$ cat config.mk
export PLATFORM = sky130hd
export DESIGN_NAME = ps2_move_decoder
export DESIGN_NICKNAME = d
export VERILOG_FILES = /design/src/rtl/ps2_move_decoder_pkg.sv /design/src/rtl/ps2_frame_rx.sv /design/src/rtl/ps2_move_decoder.sv
export SDC_FILE = /design/constraint.sdc
export NUM_CORES = 1
export LEC_CHECK = 0
export BUFFER_PORTS_ARGS = -buffer_cell sky130_fd_sc_hd__buf_2
export CAP_MARGIN = 20
export CORE_ASPECT_RATIO = 0.75
export CORE_MARGIN = 1.5
export CORE_UTILIZATION = 50
export DETAILED_ROUTE_END_ITERATION = 10
export PLACE_DENSITY_LB_ADDON = 0.15
export SETUP_SLACK_MARGIN = 0.05
export SLEW_MARGIN = 20
export SYNTH_ARGS = -nofsm -noshare
export SYNTH_HDL_FRONTEND = slang
export SYNTH_SLANG_ARGS = --single-unit
export TNS_END_PERCENT = 30
$ cat constraint.sdc
create_clock -name clk -period 1.45 [get_ports clk]
set_input_delay 0.145 -clock clk [delete_from_list [all_inputs] [get_ports clk]]
set_output_delay 0.145 -clock clk [all_outputs]
set_load 0.005 [all_outputs]
$ cat src/rtl/ps2_move_decoder_pkg.sv
// ---------------------------------------------------------------------------
// ps2_move_decoder_pkg
// Shared definitions for the PS/2 keyboard move decoder: keyboard scan-code
// constants, the move command encoding, the frame receiver state type and a
// helper that maps a make code to a move command.
// ---------------------------------------------------------------------------
package ps2_move_decoder_pkg;

   // Prefix bytes sent by the keyboard ahead of extended keys and releases
   localparam logic [7:0] SC_EXT   = 8'hE0;
   localparam logic [7:0] SC_BRK   = 8'hF0;

   // Extended (arrow) key codes, valid only after an SC_EXT prefix
   localparam logic [7:0] SC_LEFT  = 8'h6B;
   localparam logic [7:0] SC_RIGHT = 8'h74;
   localparam logic [7:0] SC_DOWN  = 8'h72;
   localparam logic [7:0] SC_UP    = 8'h75;

   // Plain key code for the space bar
   localparam logic [7:0] SC_SPACE = 8'h29;

   // Move command encoding presented on the cmd port
   typedef enum logic [1:0] {
      CMD_LEFT   = 2'd0,
      CMD_RIGHT  = 2'd1,
      CMD_DOWN   = 2'd2,
      CMD_ROTATE = 2'd3
   } move_cmd_t;

   // Frame receiver states: waiting for a start bit, shifting the eight data
   // bits, taking the parity bit, then checking the stop bit
   typedef enum logic [1:0] {
      RX_IDLE   = 2'd0,
      RX_DATA   = 2'd1,
      RX_PARITY = 2'd2,
      RX_STOP   = 2'd3
   } rx_state_t;

   // Result of looking up one make code
   typedef struct packed {
      logic      valid;
      move_cmd_t cmd;
   } move_hit_t;

   // Maps a make code to a move command. Arrow keys only count when they were
   // preceded by the extended prefix; the space bar only counts without it.
   function automatic move_hit_t decode_move(input logic [7:0] code,
                                             input logic       ext);
      move_hit_t hit;
      hit.valid = 1'b0;
      hit.cmd   = CMD_LEFT;
      if (ext) begin
         case (code)
            SC_LEFT:  begin hit.valid = 1'b1; hit.cmd = CMD_LEFT;   end
            SC_RIGHT: begin hit.valid = 1'b1; hit.cmd = CMD_RIGHT;  end
            SC_DOWN:  begin hit.valid = 1'b1; hit.cmd = CMD_DOWN;   end
            SC_UP:    begin hit.valid = 1'b1; hit.cmd = CMD_ROTATE; end
            default:  hit.valid = 1'b0;
         endcase
      end else if (code == SC_SPACE) begin
         hit.valid = 1'b1;
         hit.cmd   = CMD_ROTATE;
      end
      return hit;
   endfunction

endpackage

$ cat src/rtl/ps2_frame_rx.sv
// ---------------------------------------------------------------------------
// ps2_frame_rx
// Receives 11-bit PS/2 frames (start, 8 data LSB first, odd parity, stop)
// from the raw keyboard clock/data lines.
//
// Ports:
//   clk        in   system clock
//   resetn     in   synchronous active-low reset
//   ps2_clk    in   raw keyboard clock (asynchronous)
//   ps2_data   in   raw keyboard data (asynchronous)
//   byte_valid out  one-cycle pulse, a good byte is now in scan_code
//   scan_code  out  last good byte, held until the next good byte
//   frame_err  out  one-cycle pulse on parity error, bad stop bit or timeout
// ---------------------------------------------------------------------------
module ps2_frame_rx
   import ps2_move_decoder_pkg::*;
#(
   parameter int TIMEOUT_CYCLES = 50000
) (
   input  logic       clk,
   input  logic       resetn,
   input  logic       ps2_clk,
   input  logic       ps2_data,
   output logic       byte_valid,
   output logic [7:0] scan_code,
   output logic       frame_err
);

   localparam int              CW           = $clog2(TIMEOUT_CYCLES + 1);
   localparam logic [CW-1:0]   TIMEOUT_LAST = CW'(TIMEOUT_CYCLES - 1);

   logic [1:0]    clk_sync;
   logic [1:0]    data_sync;
   logic          clk_prev;
   logic          fall;
   rx_state_t     state;
   logic [2:0]    bit_cnt;
   logic [7:0]    shift_reg;
   logic          parity_ok;
   logic [CW-1:0] idle_cnt;

   // Two-flop synchronizers for both keyboard lines plus a delayed copy of
   // the synchronized clock for edge detection. Reset loads the idle bus
   // level so that leaving reset never looks like a falling edge.
   always_ff @(posedge clk) begin
      if (!resetn) begin
         clk_sync  <= 2'b11;
         data_sync <= 2'b11;
         clk_prev  <= 1'b1;
      end else begin
         clk_sync  <= {clk_sync[0], ps2_clk};
         data_sync <= {data_sync[0], ps2_data};
         clk_prev  <= clk_sync[1];
      end
   end

   // The keyboard changes data while its clock is high, so the falling edge
   // is the moment the data line is stable and can be sampled.
   assign fall = clk_prev & ~clk_sync[1];

   // Frame FSM with the idle timeout folded in. Every state change and data
   // sample happens on a detected falling edge; the only exception is the
   // timeout, which fires when a frame in progress sees no edge for
   // TIMEOUT_CYCLES cycles. Timeout and stop-bit handling cannot coincide
   // because the timeout branch requires the absence of an edge, so
   // byte_valid and frame_err are mutually exclusive by construction.
   always_ff @(posedge clk) begin
      if (!resetn) begin
         state      <= RX_IDLE;
         bit_cnt    <= 3'd0;
         shift_reg  <= 8'h00;
         parity_ok  <= 1'b0;
         idle_cnt   <= '0;
         scan_code  <= 8'h00;
         byte_valid <= 1'b0;
         frame_err  <= 1'b0;
      end else begin
         byte_valid <= 1'b0;
         frame_err  <= 1'b0;

         if (state == RX_IDLE || fall) begin
            idle_cnt <= '0;
         end else if (idle_cnt == TIMEOUT_LAST) begin
            idle_cnt  <= '0;
            state     <= RX_IDLE;
            frame_err <= 1'b1;
         end else begin
            idle_cnt <= idle_cnt + CW'(1);
         end

         if (fall) begin
            case (state)
               RX_IDLE: begin
                  if (!data_sync[1]) begin
                     state   <= RX_DATA;
                     bit_cnt <= 3'd0;
                  end
               end
               RX_DATA: begin
                  shift_reg <= {data_sync[1], shift_reg[7:1]};
                  if (bit_cnt == 3'd7) begin
                     state <= RX_PARITY;
                  end else begin
                     bit_cnt <= bit_cnt + 3'd1;
                  end
               end
               RX_PARITY: begin
                  parity_ok <= ^{shift_reg, data_sync[1]};
                  state     <= RX_STOP;
               end
               RX_STOP: begin
                  if (data_sync[1] && parity_ok) begin
                     byte_valid <= 1'b1;
                     scan_code  <= shift_reg;
                  end else begin
                     frame_err <= 1'b1;
                  end
                  state <= RX_IDLE;
               end
               default: state <= RX_IDLE;
            endcase
         end
      end
   end

endmodule

$ cat src/rtl/ps2_move_decoder.sv
// ---------------------------------------------------------------------------
// ps2_move_decoder
// Turns PS/2 keyboard traffic into game move commands. The frame receiver
// delivers bytes; this level tracks the E0/F0 prefixes and emits a command
// for the arrow keys (extended) and the space bar.
//
// Ports:
//   clk        in   system clock
//   resetn     in   synchronous active-low reset
//   ps2_clk    in   raw keyboard clock (asynchronous)
//   ps2_data   in   raw keyboard data (asynchronous)
//   byte_valid out  one-cycle pulse, a good byte is now in scan_code
//   scan_code  out  last good byte, held until the next good byte
//   cmd_valid  out  one-cycle pulse, a move command is now in cmd
//   cmd        out  0 left, 1 right, 2 down, 3 rotate; held until next pulse
//   frame_err  out  one-cycle pulse on parity error, bad stop bit or timeout
// ---------------------------------------------------------------------------
module ps2_move_decoder
   import ps2_move_decoder_pkg::*;
#(
   parameter int TIMEOUT_CYCLES = 50000
) (
   input  logic       clk,
   input  logic       resetn,
   input  logic       ps2_clk,
   input  logic       ps2_data,
   output logic       byte_valid,
   output logic [7:0] scan_code,
   output logic       cmd_valid,
   output logic [1:0] cmd,
   output logic       frame_err
);

   logic      ext_pending;
   logic      brk_pending;
   move_hit_t hit;

   ps2_frame_rx #(
      .TIMEOUT_CYCLES (TIMEOUT_CYCLES)
   ) u_rx (
      .clk        (clk),
      .resetn     (resetn),
      .ps2_clk    (ps2_clk),
      .ps2_data   (ps2_data),
      .byte_valid (byte_valid),
      .scan_code  (scan_code),
      .frame_err  (frame_err)
   );

   assign hit = decode_move(scan_code, ext_pending);

   // Prefix tracking and command generation. Prefix bytes only set their
   // flag; any other byte is looked up against the flags as they stood
   // before it and then clears both. A byte following F0 is a key release
   // and never produces a command, so typematic repeats (make codes resent
   // without a break) each yield one command. A damaged frame could have
   // been a prefix or a release, so it drops whatever prefix was pending.
   always_ff @(posedge clk) begin
      if (!resetn) begin
         ext_pending <= 1'b0;
         brk_pending <= 1'b0;
         cmd_valid   <= 1'b0;
         cmd         <= 2'd0;
      end else begin
         cmd_valid <= 1'b0;
         if (frame_err) begin
            ext_pending <= 1'b0;
            brk_pending <= 1'b0;
         end else if (byte_valid) begin
            if (scan_code == SC_EXT) begin
               ext_pending <= 1'b1;
            end else if (scan_code == SC_BRK) begin
               brk_pending <= 1'b1;
            end else begin
               ext_pending <= 1'b0;
               brk_pending <= 1'b0;
               if (!brk_pending && hit.valid) begin
                  cmd_valid <= 1'b1;
                  cmd       <= hit.cmd;
               end
            end
         end
      end
   end

endmodule

* Yosys cells after proc, flatten, opt, wreduce, memory -nomap -nowiden
Cells that the tools add are included.
** Storage, ports and cells
- Input port bits :: 4
- Bits in registers :: 50
** Operators by class
- Multiplexer cells :: 23
- Equal/unequal tests :: 15
- Reduce and logical (&&, ||, !) cells :: 19
- Bitwise operators :: 7
- Add/sub/neg operators :: 2
** Operators by type and width (number)
- $eq 8x7->1 const B :: 4
- $add 16x1->16 const B :: 1
- $eq 16x16->1 const B :: 1
- $eq 8x8->1 const B :: 2
- $mux 3 :: 4
- $mux 1 :: 11
- $mux 2 :: 5
- $reduce_xor 9->1 :: 1
- $eq 8x6->1 const B :: 1
- $pmux 2 s4 :: 1
- $reduce_and 2->1 :: 4
- $ne 2x2->1 const B :: 3
- $not 1->1 :: 6
- $pmux 2 s3 :: 1
- $pmux 3 s2 :: 1
- $reduce_and 3->1 :: 2
- $reduce_and 5->1 :: 1
- $reduce_or 5->1 :: 1
- $eq 2x2->1 const B :: 2
- $reduce_and 4->1 :: 1
- $reduce_or 4->1 :: 1
- $add 3x1->3 const B :: 1
- $eq 3x3->1 const B :: 1
- $reduce_or 3->1 :: 1
- 8 further kinds :: 9

* Depth between registers and ports, before layout
- Depth in word-level cells :: 7
- Depth in mapped cells :: 7
- Mapped depth without buffers :: 6

* Cells and area by module
A second synthesis with hierarchy kept.
** Unflattened totals
- Cells, all modules :: 252
- Area total of the unflattened synthesis :: 2381.0 µm²
** By module, submodules not included
- ps2_frame_rx :: sequential area each 900.9 µm², area each 2030.7 µm², times used 1, cells an instance 207
- ps2_move_decoder :: sequential area each 100.1 µm², area each 350.3 µm², times used 1, cells an instance 45

* Least setup slack after synthesis
OpenSTA, ideal clock, no wires.
- Path kind :: reg2reg
- Start :: register u_rx.idle_cnt[0]
- End :: register u_rx.idle_cnt[10]
- Cell stages (with the launch flop) :: 8
- Data required time :: 1.333 ns
- Data arrival time :: 1.470 ns
- Path slack :: -0.138 ns
- Library setup time :: 0.117 ns
- Path through :: dfxtp_1 -> ha_1 -> and3_1 -> nand4_1 -> and2_1 -> o211ai_1 -> buf_2 -> nor2_1
** Between the ends
- Longest elaborated chain between the ends :: 2
- Elaborated cells on any way between the ends :: 3
- Those cells by class :: 1 x add/sub; 1 x eq/ne; 1 x reduce/logical
** RTL lines
- start, declared :: RTL line ps2_frame_rx.sv:40 : logic [CW-1:0] idle_cnt;
- start signal, assigned :: RTL line ps2_frame_rx.sv:88 : idle_cnt <= idle_cnt + CW'(1);
- parallel branches: the longest is 2 deep, another holds $add 16x1->16
Parallel ways; which one is timed is not known.
A chain may end at the register's enable or synchronous reset.

* Worst setup path after layout
- Start :: register u_rx.scan_code[1]
- End :: register cmd[0]
** Between the ends
- Longest elaborated chain between the ends :: 6
- Elaborated cells on any way between the ends :: 16
- Those cells by class :: 7 x eq/ne; 4 x mux; 2 x bitwise; 3 x reduce/logical
** RTL lines
- start, declared :: RTL line ps2_frame_rx.sv:25 : output logic [7:0] scan_code,
- start signal, assigned :: RTL line ps2_frame_rx.sv:114 : scan_code <= shift_reg;
- $eq 8x7->1 :: RTL line ps2_move_decoder_pkg.sv:53 : case (code)
- $reduce_or 4->1 (no source line)
- $mux 1 :: RTL line ps2_move_decoder_pkg.sv:53
- $mux 3 :: RTL line ps2_move_decoder_pkg.sv:52 : if (ext) begin
- $logic_and 1x1->1 :: RTL line ps2_move_decoder.sv:77 : if (!brk_pending && hit.valid) begin
- $reduce_and 5->1 (no source line)
- end signal, assigned :: RTL line ps2_move_decoder.sv:79 : cmd <= hit.cmd;
- end, declared :: RTL line ps2_move_decoder.sv:30 : output logic [1:0] cmd,
Several ways; a longest one is shown, not always the timed one.

==> summary.md <==
| Metric | Value |
|---|---|
| Failing checks | negative setup slack |
| CP max stage delay | around 0.54 ns |
| Remaining global-route overflow | 0 |
| CTS buffer count | 5 |
| Number of buffers added on ports | 16 |
| CP startpoint kind | flop |
| Hold slack final | ~0.019 ns |
| RSZ-0062 raised after global routing | yes |
| Cell Area, Synth | between 2000 and 2500 sq um |
| Netlist cell types | 39 |
| Initial antenna violation count | 0 |
| Row count | 20 |
| Hold Vio Cnt, Final | 0 |
| RR Endpoint | cmd[0] |
| Post-synthesis cell count | approximately 230 |
| Diodes inserted | 0 |
| Net count after synthesis | 240 |
| Slew @ Worst Pin | 0.303 ns |
| Detailed-router iteration count before antenna repair | 4 |
| Ys flop type | dfxtp_1 |
| Leakage power | 0.00104 uW |
| Die Width | 78.5 microns |
| Worst-path cell chain | or4b_4 > o31ai_4 > or3_4 > a31oi_4 > mux2i_1 |
| Count of final setup violators | 8 |
| Clock Skews | between 0.007 and 0.008 ns |
| R2R cell count | 5 |
| Critical-path top delay cell | or4b_4 |
| TritonCTS clock tree | yes |
| Yosys reg bits | 50 |
| Largest net degree at the start of global routing | 27 |
| WL final | around 4.7 mm |
| CP arrival | roughly 1.8 ns |
| Final worst-path cycle share | 110% |
| Final slew viol count | 0 |
| Min-delay worst type | in -> reg |
| FMAX | roughly 630 MHz |
| Max VDD drop | roughly 0.62 mV |
| Maxcap violations | 0 |
| Fillers | 319 |
| Crit. Startpoint | u_rx.scan_code[1] |
| Worst path top cell family by delay | simple AND/OR/NAND/NOR gates |
| Reg clk slew, reported paths | 0.09 ns |
| Vias/cell | 5.15 |
| CTS H-tree depth | 2 |
| DR vias | around 1800 |
| Total power | roughly 2400 uW |
| Req. time, crit path | 1.63 ns |
| WP buf/inv | 0 |
| Drt wl/cell | around 14 microns |
| Synth area leader | dfxtp_1 |
| Latest clock arrival within the worst-skew pair | about 0.30 ns |
| Slew headroom | between 70% and 80% |
| Final #Nets | 298 |
| Reg2reg start | u_rx.scan_code[1] |
| Maximum fanout along the worst path | 4 |
| Max reg flops | 16 |
| DP HPWL | ~3.2 mm |
| Cell at the root of the clock tree | clkbuf_8 |
| Avg Cell Area, Syn | just over 9 sq um |
| Clock Sinks | 50 |
| Yosys top cell area share | 46.8% |
| Sequential area share after synthesis | 46.8% |
| Dpl cell area | between 2000 and 3000 sq um |
| Setup CP Type | reg -> reg |
| Total Routing Usage GR | 21.5% |
| Worst setup margin | -0.144 ns |
| Fraction of layout cells with a size suffix above 1 | about 34% |
| FF-to-FF setup slack | -0.14 ns |
| CP Capture Type | flop |
| Crit path capture | cmd[0] |
| Fin crit period | 1.59 ns |
| Initial Util | 52.4% |
| RePlAce Congestion | 0.761 |
| Status | complete, but fails checks |
| First-pass GRT wire length | 7.64 mm |
| Vias in the first global route | about 1600 |
| IO Count | 17 |
| CTS max path bufs | 2 |
| Core area | about 4100 sq um |
| WP depth | 5 |
| Area delta synth->final | 34.4% |
| Routed Antenna Nets | 0 |
| Iter 0 DRT Violations | 92 |
| Die height | 59.6 microns |
| Top cells by area, synth | dfxtp_1 (47%), mux2i_1 (8.4%), nor2_1 (7.4%) |
| Final Instance Area | about 2900 sq um |
| Post-synth ARST share | 0% |
| Residual DRC | 0 |
| Full die area | approximately 4700 sq um |
| Warnings from Yosys | 0 |
| Power Dens Cells | 832 nW/um^2 |
| Number of flops mapped to enable cells by yosys | 0 |
report_power, final:
part	switching [uW]	internal [uW]
sequential	4.84	1380
clock	447	508
combinational	31.9	20.8
per-layer routing:
layer  up-vias  share of wire, %  global-route usage [%]
met1       831                52                    31.6
met4         0              0.85                    6.12
li1        920                 -                       -
met2        23                44                    31.7
met3         7               2.5                    4.77
met5         -                 0                       0
metrics by stage:
step | instances | TNS [ns] | worst slack, ns | utilization, %
final | 346 | -0.711 | -0.144 | 70.5
after global routing | 346 | -2.25 | -0.212 | 70.5
after detailed placement | 336 | -0.589 | -0.146 | 63.9
after global placement | 336 | -0.245 | -0.0823 | 63.9
after floorplan | 233 | -0.119 | -0.0620 | -
after CTS | 345 | -0.458 | -0.121 | 68.5
logic make-up after synthesis:
logic type	synth area share (%)
flip-flops	46.8
adder cells (fa/ha/maj)	1.76
buffers and inverters	2.22
XOR/XNOR	8.60
AO/OA/AOI/OAI	7.31
AND/OR/NAND/NOR	24.9
multiplexers	8.43
synth_stat cells (all sizes together), types with 2 or more instances:
cell,n
buf,2
xnor2,12
nand2,17
and2,4
o21ai,4
inv,5
dfxtp,50
nor2,44
nand4,9
clkbuf,4
nor3,2
mux2i,18
and4,2
ha,3
nor2b,2
nand2b,6
a21oi,10
a21o,2
a211o,2
and4b,2
xor2,9
nand3,4
or3,4
and3,2
nor4bb,2
placed cells by master, fill, tap and decap left out, types with 2 or more instances in the layout:
cell / netlist / final
nor4bb_4: 0 / 2
o21ai_0: 4 / 4
a211o_1: 2 / 2
nand2_2: 0 / 2
and2_1: 4 / 3
xnor2_1: 12 / 12
nor2b_1: 2 / 2
dfxtp_1: 50 / 38
inv_1: 5 / 5
nand2b_1: 6 / 6
nor3_1: 2 / 2
and4_1: 2 / 2
nor2_1: 42 / 42
dfxtp_2: 0 / 12
mux2i_1: 18 / 18
buf_2: 2 / 16
nand3_1: 4 / 4
nor2_2: 2 / 2
or3_4: 0 / 4
nand2_1: 17 / 15
clkbuf_8: 0 / 5
buf_12: 0 / 3
buf_4: 0 / 38
and4b_1: 2 / 2
a21o_1: 2 / 2
nand4_1: 9 / 9
xor2_1: 9 / 9
a21oi_1: 10 / 7
ha_4: 0 / 3
a21oi_2: 0 / 3
cell type report:
cell class,instances,area [sq um],share of cell area [%]
clock inverters,2,38.8,1.35
well taps,55,68.8,2.39
repair buffers,57,425,14.8
inverters,6,22.5,0.784
clock buffers,5,68.8,2.39
multi-input cells,171,1230,42.9
flip-flops and latches,50,1020,35.4
what timing repair did:
| item | in CTS | in global routing |
|---|---|---|
| endpoints found under the setup margin | 25 | 36 |
| hold buffers | 0 | 0 |
| hold endpoints to repair | 0 | 0 |
| buffers inserted | 2 | 1 |
| gates resized for setup | 15 | 17 |
| pin swaps | 8 | 9 |
how the worst min path moves through the flow:
stage | startpoint | endpoint | slack [ns] | depth (start not counted)
floorplan | ps2_clk | u_rx.clk_sync[0] | 0.25 | 1
global placement | ps2_data | u_rx.data_sync[0] | 0.32 | 2
detailed placement | ps2_data | u_rx.data_sync[0] | 0.33 | 2
CTS | ps2_data | u_rx.data_sync[0] | 0.01 | 2
global route | ps2_data | u_rx.data_sync[0] | 0.01 | 2
finish | ps2_data | u_rx.data_sync[0] | 0.02 | 2
Note: power is estimated with default switching activity, not from simulation.
